<file path="src/rtl/master_arb_pkg.sv">
// Shared types and constants for the round-robin slave-port arbiter.
// Grant encodings below assume the two-master configuration.
package master_arb_pkg;

   typedef enum logic {
      ARB_IDLE,
      ARB_GRANT
   } arb_state_t;

   localparam logic [1:0] NO_MASTER     = 2'b00;
   localparam logic [1:0] FIRST_MASTER  = 2'b01;
   localparam logic [1:0] SECOND_MASTER = 2'b10;

endpackage

</file>
<file path="src/rtl/master_rr_arbiter_rr_pick.sv">
// Combinational round-robin picker: first requester after the
// last-granted index, wrapping around.
module rr_pick #(
   parameter  int masters_number = 2,
   localparam int IW = (masters_number > 1) ? $clog2(masters_number) : 1
) (
   input  logic [masters_number-1:0] req,
   input  logic [IW-1:0]             last,
   output logic [masters_number-1:0] winner,
   output logic                      valid
);

   logic [IW-1:0] idx;

   always_comb begin
      winner = '0;
      valid  = 1'b0;
      idx    = '0;
      for (int off = 1; off <= masters_number; off++) begin
         idx = IW'((int'(last) + off) % masters_number);
         if (!valid && req[idx]) begin
            winner[idx] = 1'b1;
            valid       = 1'b1;
         end
      end
   end

endmodule

</file>
<file path="src/rtl/master_rr_arbiter.sv">
// Round-robin arbiter locking one slave port to a master per transaction,
// with a watchdog that releases a grant the slave never acknowledges.
module master_rr_arbiter #(
   parameter int masters_number = 2,
   parameter int TIMEOUT        = 16
) (
   input  logic                      clk,
   input  logic                      rst,
   input  logic [masters_number-1:0] master_req,
   input  logic                      slave_ack,
   output logic [masters_number-1:0] arb_master_req,
   output logic                      busy,
   output logic                      timeout_err
);

   import master_arb_pkg::*;

   localparam int IW = (masters_number > 1) ? $clog2(masters_number) : 1;
   localparam int TW = (TIMEOUT > 0) ? $clog2(TIMEOUT + 1) : 1;
   localparam logic [TW-1:0] TLIM = TW'((TIMEOUT > 0) ? TIMEOUT - 1 : 0);

   arb_state_t state, state_n;
   logic [masters_number-1:0] grant_n;
   logic [masters_number-1:0] win_oh;
   logic [IW-1:0] ptr, ptr_n, win_idx;
   logic [TW-1:0] timer, timer_n;
   logic busy_n, err_n, win_vld;
   logic abandon, wd_fire;

   rr_pick #(
      .masters_number(masters_number)
   ) u_pick (
      .req    (master_req),
      .last   (ptr),
      .winner (win_oh),
      .valid  (win_vld)
   );

   always_comb begin
      win_idx = '0;
      for (int i = 0; i < masters_number; i++) begin
         if (win_oh[i]) win_idx = IW'(i);
      end
   end

   // Owner dropping its request ends the transaction without an error.
   assign abandon = ~|(master_req & arb_master_req);
   assign wd_fire = (TIMEOUT != 0) && (timer == TLIM);

   always_comb begin
      state_n = state;
      grant_n = arb_master_req;
      busy_n  = busy;
      err_n   = 1'b0;
      timer_n = timer;
      ptr_n   = ptr;
      unique case (state)
         ARB_IDLE: begin
            if (win_vld) begin
               state_n = ARB_GRANT;
               grant_n = win_oh;
               busy_n  = 1'b1;
               ptr_n   = win_idx;
               timer_n = '0;
            end
         end
         ARB_GRANT: begin
            if (slave_ack || abandon || wd_fire) begin
               state_n = ARB_IDLE;
               grant_n = '0;
               busy_n  = 1'b0;
               err_n   = !slave_ack && !abandon;
            end else if (timer != '1) begin
               timer_n = timer + 1'b1;
            end
         end
         default: begin
            state_n = ARB_IDLE;
            grant_n = '0;
            busy_n  = 1'b0;
         end
      endcase
   end

   always_ff @(posedge clk) begin
      if (!rst) begin
         state          <= ARB_IDLE;
         arb_master_req <= '0;
         busy           <= 1'b0;
         timeout_err    <= 1'b0;
         timer          <= '0;
         ptr            <= IW'(masters_number - 1);
      end else begin
         state          <= state_n;
         arb_master_req <= grant_n;
         busy           <= busy_n;
         timeout_err    <= err_n;
         timer          <= timer_n;
         ptr            <= ptr_n;
      end
   end

endmodule

</file>
<file path="config.mk">
export PLATFORM = sky130hd
export DESIGN_NAME = master_rr_arbiter
export DESIGN_NICKNAME = d
export VERILOG_FILES = /design/src/rtl/master_arb_pkg.sv /design/src/rtl/master_rr_arbiter_rr_pick.sv /design/src/rtl/master_rr_arbiter.sv
export SDC_FILE = /design/constraint.sdc
export NUM_CORES = 1
export LEC_CHECK = 0
export ABC_AREA = 1
export BUFFER_PORTS_ARGS = -buffer_cell sky130_fd_sc_hd__buf_2
export CAP_MARGIN = 5
export CORE_AREA = 2 2 39 41
export DETAILED_ROUTE_END_ITERATION = 7
export DIE_AREA = 0 0 41 43
export PLACE_DENSITY_LB_ADDON = 0.1
export SYNTH_ARGS = -nofsm -noshare
export SYNTH_HDL_FRONTEND = slang
export SYNTH_SLANG_ARGS = --single-unit
</file>
<file path="constraint.sdc">
create_clock -name clk -period 2.2 [get_ports clk]
set_clock_uncertainty 0.1 [all_clocks]
set_input_delay 0.44 -clock clk [delete_from_list [all_inputs] [get_ports clk]]
set_output_delay 0.44 -clock clk [all_outputs]
set_load 0.03 [all_outputs]
</file>
Word-level counts from Yosys, hierarchy flattened
Index checks and enable logic that the tools add are counted.

$add $sub $neg: 3. Order comparisons: 4. Equality and inequality tests: 6. Mux-type cells: 26. Bitwise gates (word level): 3. Reduce and logical (&&, ||, !) cells: 14.

Operator list (count): 2-to-1 mux 5 bit (3); 2-to-1 mux 1 bit (13); one-hot mux 5 bit (2 select lines) (1); 2-to-1 mux 2 bit (4); inequality test 2 x 1 -> 1 bit (second input constant) (3); AND reduction 3 bit (2); adder 5 x 1 -> 5 bit (second input constant) (1); equality test 5 x 4 -> 1 bit (second input constant) (1); inequality test 5 bit (second input constant) (1); logical AND 1 bit (4); < comparator 1 x 2 -> 1 bit (second input constant) (2); one-hot mux 1 bit (2 select lines) (2); one-hot mux 2 bit (2 select lines) (1); AND reduction 2 bit (2); zero test 1 bit (3); adder 1 bit (second input constant) (2); AND 2 bit (1); demux 1 bit (select 1 bit) (2); >= comparator 1 bit (second input constant) (2); logical OR 1 bit (2); inequality test 2 bit (second input constant) (1); OR 2 bit (1); OR reduction 2 bit (1); NOT 1 bit (1).

Flip-flop bits (word level): 11. Input bits: 5. Logic and storage cells: 62.

Depth between registers and ports, before layout
Gate-level depths: netlist of the first run.

Depth in word-level cells: 10. Depth in mapped cells: 11. Gate-level depth less buffers: 10.

Modules after synthesis
A second synthesis of the first run with hierarchy kept.

Cell total of the unflattened synthesis: 81. Area, all modules: 600.6 um2.

By module, submodules not included: master_rr_arbiter (instances 1, cells each 75, area an instance 574.3 um2); rr_pick (instances 1, cells each 6, area an instance 26.3 um2).

Worst setup path after synthesis of the first run
Ideal clock, no wire load.

Kind: register to register. Start: register timer[0]. End: register timer[4]. Setup time: 0.064 ns. Data arrival time: 1.392 ns. Required time: 2.036 ns. Path slack: 0.644 ns. Stages on the path, launching flop included: 9. Path buffers: 0. Clock period less this slack: 1.556 ns. Cells stage by stage: dfxtp_1 > ha_1 > nand2_1 > nor2_1 > ha_1 > or2_2 > nand3_1 > nand2_1 > nor2_1.

Longest elaborated chain between the ends: 4. Elaborated cells between the ends (all ways): 10. Those cells by class: add/sub: 1; eq/ne: 4; mux: 3; reduce/logical: 2.

Ends and longest elaborated chain: start: declaration (line master_rr_arbiter.sv:26) `logic [TW-1:0] timer, timer_n;`; start signal: assignment (line master_rr_arbiter.sv:98) `timer <= timer_n;`; adder 5 x 1 -> 5 bit or equality test 5 x 4 -> 1 bit (tied branches) (line master_rr_arbiter.sv:74, master_rr_arbiter.sv:48); 2-to-1 mux 5 bit or logical OR 1 bit (tied branches) (line master_rr_arbiter.sv:73, master_rr_arbiter.sv:68); 2-to-1 mux 5 bit or inequality test 2 bit (tied branches); one-hot mux 5 bit (2 select lines) or AND reduction 3 bit (tied branches).

Parallel ways exist; a longest one is shown, timed or not. The select of a mux whose other input is x is not followed. A chain may end at the register's enable or synchronous reset.

Final worst setup path of the first run
Start: register timer[0]. End: register timer[2].

The elaborated chain is that of the path after synthesis.

==> flow_metrics.env, run 1 <==
export IMPL_antenna_found_initial=0
export IMPL_pwr_share_seq=0.502
export IMPL_hold_viol=0
export IMPL_postCtsSetupRepairBufs=0
export IMPL_synth_area_per_cell_sq_um=7.194
export IMPL_fin_hold_ws_ps=331.4
export IMPL_arrival_ps=1810
export IMPL_clkSinkCount=11
export IMPL_synthDistinctLibCells=18
export IMPL_chipWidth_um=41
export IMPL_netlist_top_cell_by_area="dfxtp_1"
export IMPL_peakVddDrop_uv=392.3
export IMPL_max_slew_margin=0.7866
export IMPL_slowest_delay_ps=400
export IMPL_cts_tree="built"
export IMPL_yosysMostFrequentCell="nand2_1"
export IMPL_ctsResizeCount=0
export IMPL_clockBufferDepth=2
export IMPL_crit_buf_inv=1
export IMPL_p_switching_uw=145.4
export IMPL_wire_per_inst_um=10.37
export IMPL_p_int_uw=315.3
export IMPL_grt_pass1_vias=465
export IMPL_fillers=149
export IMPL_synthTopCellsByCount="nand2_1, dfxtp_1, inv_1, nand3_1, a21oi_1"
export IMPL_synth_seq_cells=11
export IMPL_cts_clk_slew_worst_paths_ps=80
export IMPL_path_class="register to register"
export IMPL_outcome="complete, no violations"
export IMPL_boundaryPins=9
export IMPL_synth_seq_area_share=0.3826
export IMPL_core_rowCount=14
export IMPL_core_area_sq_um=1384
export IMPL_worst_pin_slew_ps=318.0
export IMPL_critPathSlowestCell="dfxtp_1"
export IMPL_route_vias_total=540
export IMPL_clkLatencyLatePin_ps=270
export IMPL_diodes=0
export IMPL_synth_top_cell_area_share=0.3826
export IMPL_grt_util_all_layers=0.1636
export IMPL_clkPwrFrac=0.308
export IMPL_crit_chain="ha_1 > nand2_1 > nor2_1 > ha_1 > inv_1 > nand3_1 > nand2_2 > nand2_1 > nand2_1 > a21oi_1"
export IMPL_slew_violations=0
export IMPL_worstPathRequired_ps=2310
export IMPL_synth_flop_cell="dfxtp_1"
export IMPL_setup_viol=0
export IMPL_wirelength_mm=1.110
export IMPL_viasPerCell=5.047
export IMPL_fmax_mhz=587.3
export IMPL_cts_made_buffers=3
export IMPL_hp_class="primary input to register"
export IMPL_dp_hpwl_um=823
export IMPL_htree_levels=1
export IMPL_p_comb_frac=0.190
export IMPL_drc=0
export IMPL_cts_hold_buf=0
export IMPL_drt_iter0_drc=11
export IMPL_synth_edf_count=0
export IMPL_grt_max_degree=15
export IMPL_p_per_area_nw_per_um2=706.8
export IMPL_switching_share=0.3156
export IMPL_critPathLaunchType="register"
export IMPL_yosys_warnings=0
export IMPL_drive_above_1_share=0.2088
export IMPL_syn_nets=88
export IMPL_critPathTopFamily="simple AND/OR/NAND/NOR gates"
export IMPL_utilization=0.4711
export IMPL_place_congestion=0.6962
export IMPL_root_buffer="clkbuf_4"
export IMPL_die_area_sq_um=1763
export IMPL_async_flop_share=0
export IMPL_nets=100
export IMPL_grt_pass1_wl_mm=1.869
export IMPL_end_kind="register"
export IMPL_fin_crit_sh=0.7740
export IMPL_synthTopCellsByArea="dfxtp_1, nand2_1, nand3_1"
export IMPL_grt_overflow=0
export IMPL_io_buffers=8
export IMPL_p_leak_uw=0.0003392
export IMPL_cp_max_fo=14
export IMPL_crit_top_cell="nand2_1"
export IMPL_layout_min_cycle_time_ps=1703
export IMPL_drt_pass1_iterations=6
export IMPL_initial_core_util=0.4159
export IMPL_syn_area_sq_um=575.6
export IMPL_postRouteAntennaNets=0
export IMPL_syn2layout_area_growth_pct=13.26
export IMPL_die_h_um=43
export IMPL_rsz0062_at_grt="no"
export IMPL_max_cap_violations=0
export IMPL_syn_inst=80
export IMPL_tns_ps=0
## power groups by stage
| stage | Clock [uW] | Combinational (uW) | Sequential [uW] |
|---|---|---|---|
| after floorplan | 0 | 60.2 | 243 |
| after global placement | 0 | 89.0 | 236 |
| after detailed placement | 0 | 88.7 | 236 |
| after CTS | 146 | 89.3 | 231 |
| after global routing | 159 | 102 | 234 |
| final | 142 | 87.7 | 231 |
## metrics by stage
step	cell area (sq um)	total power [uW]	setup slack [ps]	cells
after CTS	651.9	466.9	466.9	107
after global placement	624.3	325.2	544.7	103
after detailed placement	624.3	324.6	504.8	103
after floorplan	575.6	303.3	644.1	80
after global routing	651.9	494.8	347.6	107
final	651.9	460.7	497.2	107
## cell usage in the layout (no fill, tap or decap), types with 2 or more instances in the layout
master,Yosys,routed
nand2_1,16,16
inv_1,11,11
dfxtp_1,11,11
nand4_1,2,2
a21oi_1,9,9
buf_2,0,8
or2_2,3,3
nor2_1,6,6
ha_1,3,3
nand3_1,10,10
clkbuf_4,0,3
## kinds of logic after synthesis
| family | after synthesis | synth area share |
|---|---|---|
| AOI/OAI and AO/OA | 11 | 0.09999 |
| DFF | 11 | 0.3826 |
| and+or+nand+nor | 42 | 0.3544 |
| buffers and inverters | 13 | 0.09782 |
| adders and majority gates | 3 | 0.06522 |
## sequential cells by signal, summed over array words and instances (netlist names)
name / flops
timer: 5
arb_master_req: 2
busy: 1
ptr: 1
state: 1
timeout_err: 1
## layout make-up
cell class / count / area, sq um / area share
clock buffers: 3 / 22.52 / 0.03455
clock inverters: 1 / 5.005 / 0.007678
inverters: 12 / 45.04 / 0.06910
multi-input cells: 56 / 299.0 / 0.4587
flip-flops and latches: 11 / 220.2 / 0.3378
well taps: 16 / 20.02 / 0.03071
repair buffers: 8 / 40.04 / 0.06142
## layer usage
metal / vias to the layer above / share of wire / routed length, um / global-route usage
met5: - / 0 / 0 / 0
met4: 0 / 0.012 / 13 / 0.06000
met3: 2 / 0.058 / 64 / 0.09424
met2: 11 / 0.51 / 570 / 0.2656
met1: 247 / 0.42 / 461 / 0.1639
li1: 280 / - / - / -
## tightest hold or removal path, delay by kind of cell
kind	cells	cell delay, ps
buffers and inverters	3	140
and+or+nand+nor	1	80
## final timing paths
check	from	to	slack, ps	cells after the start
setup / recovery	timer[0]	timer[2]	500	10
hold / removal	slave_ack	timeout_err	330	4
setup reg to reg	timer[0]	timer[2]	500	10
hold reg to reg	ptr	ptr	380	2
No activity file was read; power rests on OpenSTA's default activity.
==> inputs of run 2 (changes only) <==
==> constraint.sdc (replaced) <==
create_clock -name clk -period 1.5 [get_ports clk]
set_clock_uncertainty 0.1 [all_clocks]
set_input_delay 0.3 -clock clk [delete_from_list [all_inputs] [get_ports clk]]
set_output_delay 0.3 -clock clk [all_outputs]
set_load 0.03 [all_outputs]
==> run 2 against run 1 <==
  * The run now ends with setup timing left
  * Sequential cell count unchanged
  * Wire length rose by 19%
  * Clock-buffer cell count rose by 1
  * Cell count rose by 7.5%
  * Largest power group unchanged
==> flow_metrics.env, run 2 (synthesis results as in run 1) <==
export IMPL_cts_hold_buf=0
export IMPL_p_leak_uw=0.0004060
export IMPL_dp_hpwl_um=938.5
export IMPL_p_per_area_nw_per_um2=885.3
export IMPL_die_h_um=43
export IMPL_layout_min_cycle_time_ps=1551
export IMPL_max_cap_violations=0
export IMPL_fin_crit_sh=1.034
export IMPL_dpl_worst_slack_ps=-112.1
export IMPL_drt_iter0_drc=0
export IMPL_clkLatencyLatePin_ps=270
export IMPL_top_register="timer"
export IMPL_viasPerCell=5.043
export IMPL_drive_above_1_share=0.4848
export IMPL_final_common_cell="nand2_1"
export IMPL_grt_pass1_wl_mm=2.277
export IMPL_violations="setup timing"
export IMPL_root_buffer="clkbuf_4"
export IMPL_nets=108
export IMPL_htree_levels=1
export IMPL_grt_overflow=0
export IMPL_arrival_ps=1660
export IMPL_crit_chain="ha_4 > nand2_4 > nor2_4 > ha_2 > or2_4 > nand3_2 > nand2_1 > nor2_1"
export IMPL_core_rowCount=14
export IMPL_cts_clk_slew_worst_paths_ps=70
export IMPL_crit_buf_inv=0
export IMPL_final_cell_mix="nand2_1, inv_1, dfxtp_1, buf_2"
export IMPL_worstReg2RegStart="timer[1]"
export IMPL_initial_core_util=0.4159
export IMPL_io_buffers=8
export IMPL_hp_class="primary input to register"
export IMPL_setup_viol=3
export IMPL_boundaryPins=9
export IMPL_largest_reg_flops=5
export IMPL_postRouteAntennaNets=0
export IMPL_clkSinkCount=11
export IMPL_path_class="register to register"
export IMPL_cts_made_buffers=3
export IMPL_place_congestion=0.6678
export IMPL_grt_util_all_layers=0.1951
export IMPL_slew_violations=0
export IMPL_max_slew_margin=0.7631
export IMPL_chipWidth_um=41
export IMPL_syn2layout_area_growth_pct=46.30
export IMPL_startpoint="timer[1]"
export IMPL_grt_max_degree=8
export IMPL_clockBufferDepth=2
export IMPL_wire_per_inst_um=11.53
export IMPL_instances_no_fill=115
export IMPL_worstHoldStart="rst"
export IMPL_wirelength_mm=1.326
export IMPL_critPathTopFamily="simple AND/OR/NAND/NOR gates"
export IMPL_reg_top3="timer (5), arb_master_req (2)"
export IMPL_slowest_delay_ps=360
export IMPL_worstPathRequired_ps=1610
export IMPL_place_inst=109
export IMPL_route_vias_total=580
export IMPL_drc=0
export IMPL_drt_pass1_iterations=1
export IMPL_worst_pin_slew_ps=353.0
export IMPL_critPathLaunchType="register"
export IMPL_antenna_found_initial=0
export IMPL_die_area_sq_um=1763
export IMPL_critPathSlowestCell="dfxtp_4"
export IMPL_end_kind="register"
export IMPL_diodes=0
export IMPL_fmax_mhz=644.9
export IMPL_cts_tree="built"
export IMPL_hold_viol=0
export IMPL_outcome="finished with violations"
export IMPL_rsz0062_at_grt="yes"
export IMPL_core_area_sq_um=1384
export IMPL_grt_pass1_vias=567
export IMPL_worst_slack_ps=-50.52
export IMPL_fillers=137
export IMPL_peakVddDrop_uv=580.7
export IMPL_cp_max_fo=2
export IMPL_tns_ps=-73.65
==> run 2: cell count changes in the layout (fill, tap and decap cells not counted), moves of 2 or more <==
cell     delta
a21oi_1     -4
a21oi_2     +4
buf_4       +5
buf_6       +2
dfxtp_1     -3
dfxtp_4     +2
ha_1        -3
ha_4        +2
inv_1       -3
inv_2       +3
nand2_1     -3
nand2_4     +2
nand3_1     -5
nand3_2     +4
==> run 2: worst register-to-register path: stages (launching register included) <==
cell and delay [ps]:
dfxtp_4 360, ha_4 140, nand2_4 50, nor2_4 140
ha_2 280, or2_4 250, nand3_2 50, nand2_1 50
nor2_1 70
==> run 2: report_power, final <==
part / total, uW / switching, uW / internal [uW]
sequential: 347 / 28.2 / 318
combinational: 193 / 111 / 82.0
clock: 206 / 103 / 103
==> run 2: what timing repair did <==
item | CTS | global route
gates cloned | 1 | 0
setup endpoints to repair | 10 | 9
resized for setup | 12 | 8
pin swaps | 8 | 5
buffers inserted | 0 | 1
==> run 2: path summary, 6_finish.rpt <==
check / slack [ps] / cells past startpoint / end
worst min-delay path: 210 / 3 / timer[0]
worst max register to register: -50 / 8 / timer[4]
worst min register to register: 380 / 2 / ptr
worst max-delay path: -50 / 8 / timer[4]
==> run 2: per-stage QoR <==
stage / instance area (sq um) / util / power, uW / hold WS, ps
finish: 842.1 / 0.6085 / 745.5 / 210.4
floorplan: 625.6 / - / 464.1 / 311.0
detailed placement: 719.4 / 0.5199 / 516.7 / 359.5
CTS: 797.0 / 0.5759 / 741.7 / 203.0
global placement: 719.4 / 0.5199 / 512.9 / 352.5
global route: 842.1 / 0.6085 / 792.2 / 215.4
==> run 2: area by class of cell <==
cell class,count,area (sq um),share of cell area
clock buffer,4,26.28,0.03120
inverter,12,45.04,0.05349
multi-input combinational,57,421.7,0.5007
sequential,11,229.0,0.2719
tap,16,20.02,0.02377
timing repair buffer,15,100.1,0.1189
==> run 2: metal layers <==
metal  part of all wire  global-route usage
met4              0.019              0.1000
met5                  0                   0
met1               0.44              0.2204
met3              0.020             0.04712
met2               0.52              0.3188
==> inputs of run 3 (changes only) <==
--- a/config.mk
+++ b/config.mk
@@ -8,9 +8,11 @@
 export ABC_AREA = 1
 export BUFFER_PORTS_ARGS = -buffer_cell sky130_fd_sc_hd__buf_2
 export CAP_MARGIN = 5
-export CORE_AREA = 2 2 39 41
+export CELL_PAD_IN_SITES_DETAIL_PLACEMENT = 0
+export CELL_PAD_IN_SITES_GLOBAL_PLACEMENT = 2
+export CORE_MARGIN = 2
+export CORE_UTILIZATION = 26
 export DETAILED_ROUTE_END_ITERATION = 7
-export DIE_AREA = 0 0 41 43
 export PLACE_DENSITY_LB_ADDON = 0.1
 export SYNTH_ARGS = -nofsm -noshare
 export SYNTH_HDL_FRONTEND = slang
==> constraint.sdc (replaced) <==
create_clock -name clk -period 1.3 [get_ports clk]
set_clock_uncertainty 0.1 [all_clocks]
set_input_delay 0.26 -clock clk [delete_from_list [all_inputs] [get_ports clk]]
set_output_delay 0.26 -clock clk [all_outputs]
set_load 0.03 [all_outputs]
==> run 3 against run 2 <==
  * The flow still finishes with violations (setup timing)
  * Wire length rose by 18%
  * Setup slack got worse by 220 ps
  * Combinational power rose by 37%
  * Critical path depth rose by 3
  * Largest cell class unchanged
  * Critical endpoint unchanged
  * Register-to-register slack got worse by 220 ps
==> flow_metrics.env, run 3 (synthesis results as in run 1) <==
export IMPL_grt_pass1_vias=573
export IMPL_grt_overflow=0
export IMPL_die_h_um=51.05
export IMPL_worst_slack_ps=-267.4
export IMPL_cts_tree="built"
export IMPL_final_cell_mix="nand2_1, buf_4, inv_1, dfxtp_1"
export IMPL_max_cap_violations=0
export IMPL_die_area_sq_um=2606
export IMPL_core_area_sq_um=2148
export IMPL_grt_max_degree=11
export IMPL_met2_usage=0.2208
export IMPL_diodes=0
export IMPL_p_leak_uw=0.0004375
export IMPL_place_inst=127
export IMPL_clkSinkCount=11
export IMPL_violations="setup timing"
export IMPL_htree_levels=1
export IMPL_max_slew_margin=0.7927
export IMPL_slew_violations=0
export IMPL_wire_per_inst_um=11.77
export IMPL_viasPerCell=4.654
export IMPL_syn2layout_area_growth_pct=60.00
export IMPL_postRouteAntennaNets=0
export IMPL_root_buffer="clkbuf_4"
export IMPL_clkLatencyLatePin_ps=270
export IMPL_fmax_mhz=638.0
export IMPL_arrival_ps=1640
export IMPL_cts_clk_slew_worst_paths_ps=70
export IMPL_cts_made_buffers=3
export IMPL_setup_viol=10
export IMPL_hold_viol=0
export IMPL_peakVddDrop_uv=567.4
export IMPL_antenna_found_initial=0
export IMPL_grt_pass1_wl_mm=2.539
export IMPL_met1_usage=0.1630
export IMPL_drc=0
export IMPL_outcome="finished with violations"
export IMPL_worstPathRequired_ps=1370
export IMPL_boundaryPins=9
export IMPL_io_buffers=8
export IMPL_route_vias_total=619
export IMPL_rsz0062_at_grt="yes"
export IMPL_fillers=237
export IMPL_critPathLaunchType="register"
export IMPL_drive_above_1_share=0.5524
export IMPL_chipWidth_um=51.05
export IMPL_instances_no_fill=133
export IMPL_grt_util_all_layers=0.1370
export IMPL_dp_hpwl_mm=1.015
export IMPL_reg_top3="timer (5), arb_master_req (2)"
export IMPL_initial_core_util=0.2679
export IMPL_clockBufferDepth=2
export IMPL_end_kind="register"
export IMPL_fin_hold_ws_ps=167.7
export IMPL_drt_pass1_iterations=3
export IMPL_place_congestion=0.7618
export IMPL_top_usage_layer="met2"
export IMPL_core_rowCount=17
export IMPL_cp_max_fo=6
export IMPL_wirelength_mm=1.566
export IMPL_path_class="register to register"
export IMPL_p_per_area_nw_per_um2=979.9
export IMPL_worst_pin_slew_ps=309.2
export IMPL_gr_usage_met3=0.02632
export IMPL_fin_crit_sh=1.206
export IMPL_largest_reg_flops=5
export IMPL_hp_class="primary input to register"
export IMPL_drt_iter0_drc=3
export IMPL_layout_min_cycle_time_ps=1567
export IMPL_nets=114
export IMPL_top_register="timer"
run 3: cell type report:
type	count	area, sq um	area share
Sequential cell	11	230.2	0.2500
Inverter	12	45.04	0.04891
Multi-Input combinational cell	57	437.9	0.4755
Tap cell	28	35.03	0.03804
Clock buffer	4	26.28	0.02853
Timing Repair Buffer	21	146.4	0.1590
run 3: per-layer routing:
| layer | up-vias | routed length, um |
|---|---|---|
| met3 | 4 | 26 |
| met2 | 6 | 820 |
| met4 | 0 | 36 |
| li1 | 312 | - |
| met1 | 297 | 683 |
| met5 | - | 0 |
run 3: repair_timing:
action,CTS,global route
cloned,1,0
endpoints found under the setup margin,10,13
pin swaps,5,9
setup buffers,0,2
resized for setup,12,17
hold buffers,0,0
run 3: worst paths after layout:
path              startpoint  cells past startpoint       end  slack, ps
setup / recovery    timer[0]                     11  timer[4]       -270
hold / removal           rst                      3  timer[1]        170
setup reg to reg    timer[0]                     11  timer[4]       -270
hold reg to reg          ptr                      2       ptr        370
run 3: worst max-delay path: stages (launching register included):
cell and delay [ps]:
dfxtp_4 350, ha_4 160, nand2_4 70, nor2_4 40, ha_4 150, nand2_2 60, inv_2 40, nor2_4 170
buf_6 160, nand3_2 60, nand2_1 60, nor2_1 40
run 3: report_power, final:
part	leakage [uW]	switching, uW	internal (uW)	total [uW]
Clock	0.0000150	121	119	240
Sequential	0.0000925	30.3	368	398
Combinational	0.000330	144	121	265
Total	0.000438	295	607	902
run 3: per-stage QoR:
stage                     utilization  power (uW)  TNS [ps]  worst slack [ps]  area (sq um)
after floorplan                     -       535.5     -1835            -203.8         625.6
after global placement         0.3687       628.9     -2673            -295.8         792.0
after detailed placement       0.3687       626.6     -2893            -327.6         792.0
after CTS                      0.4071       897.2     -1910            -243.5         874.6
after global routing           0.4287       974.5     -2907            -348.0         920.9
final                          0.4287       902.4     -1938            -267.4         920.9
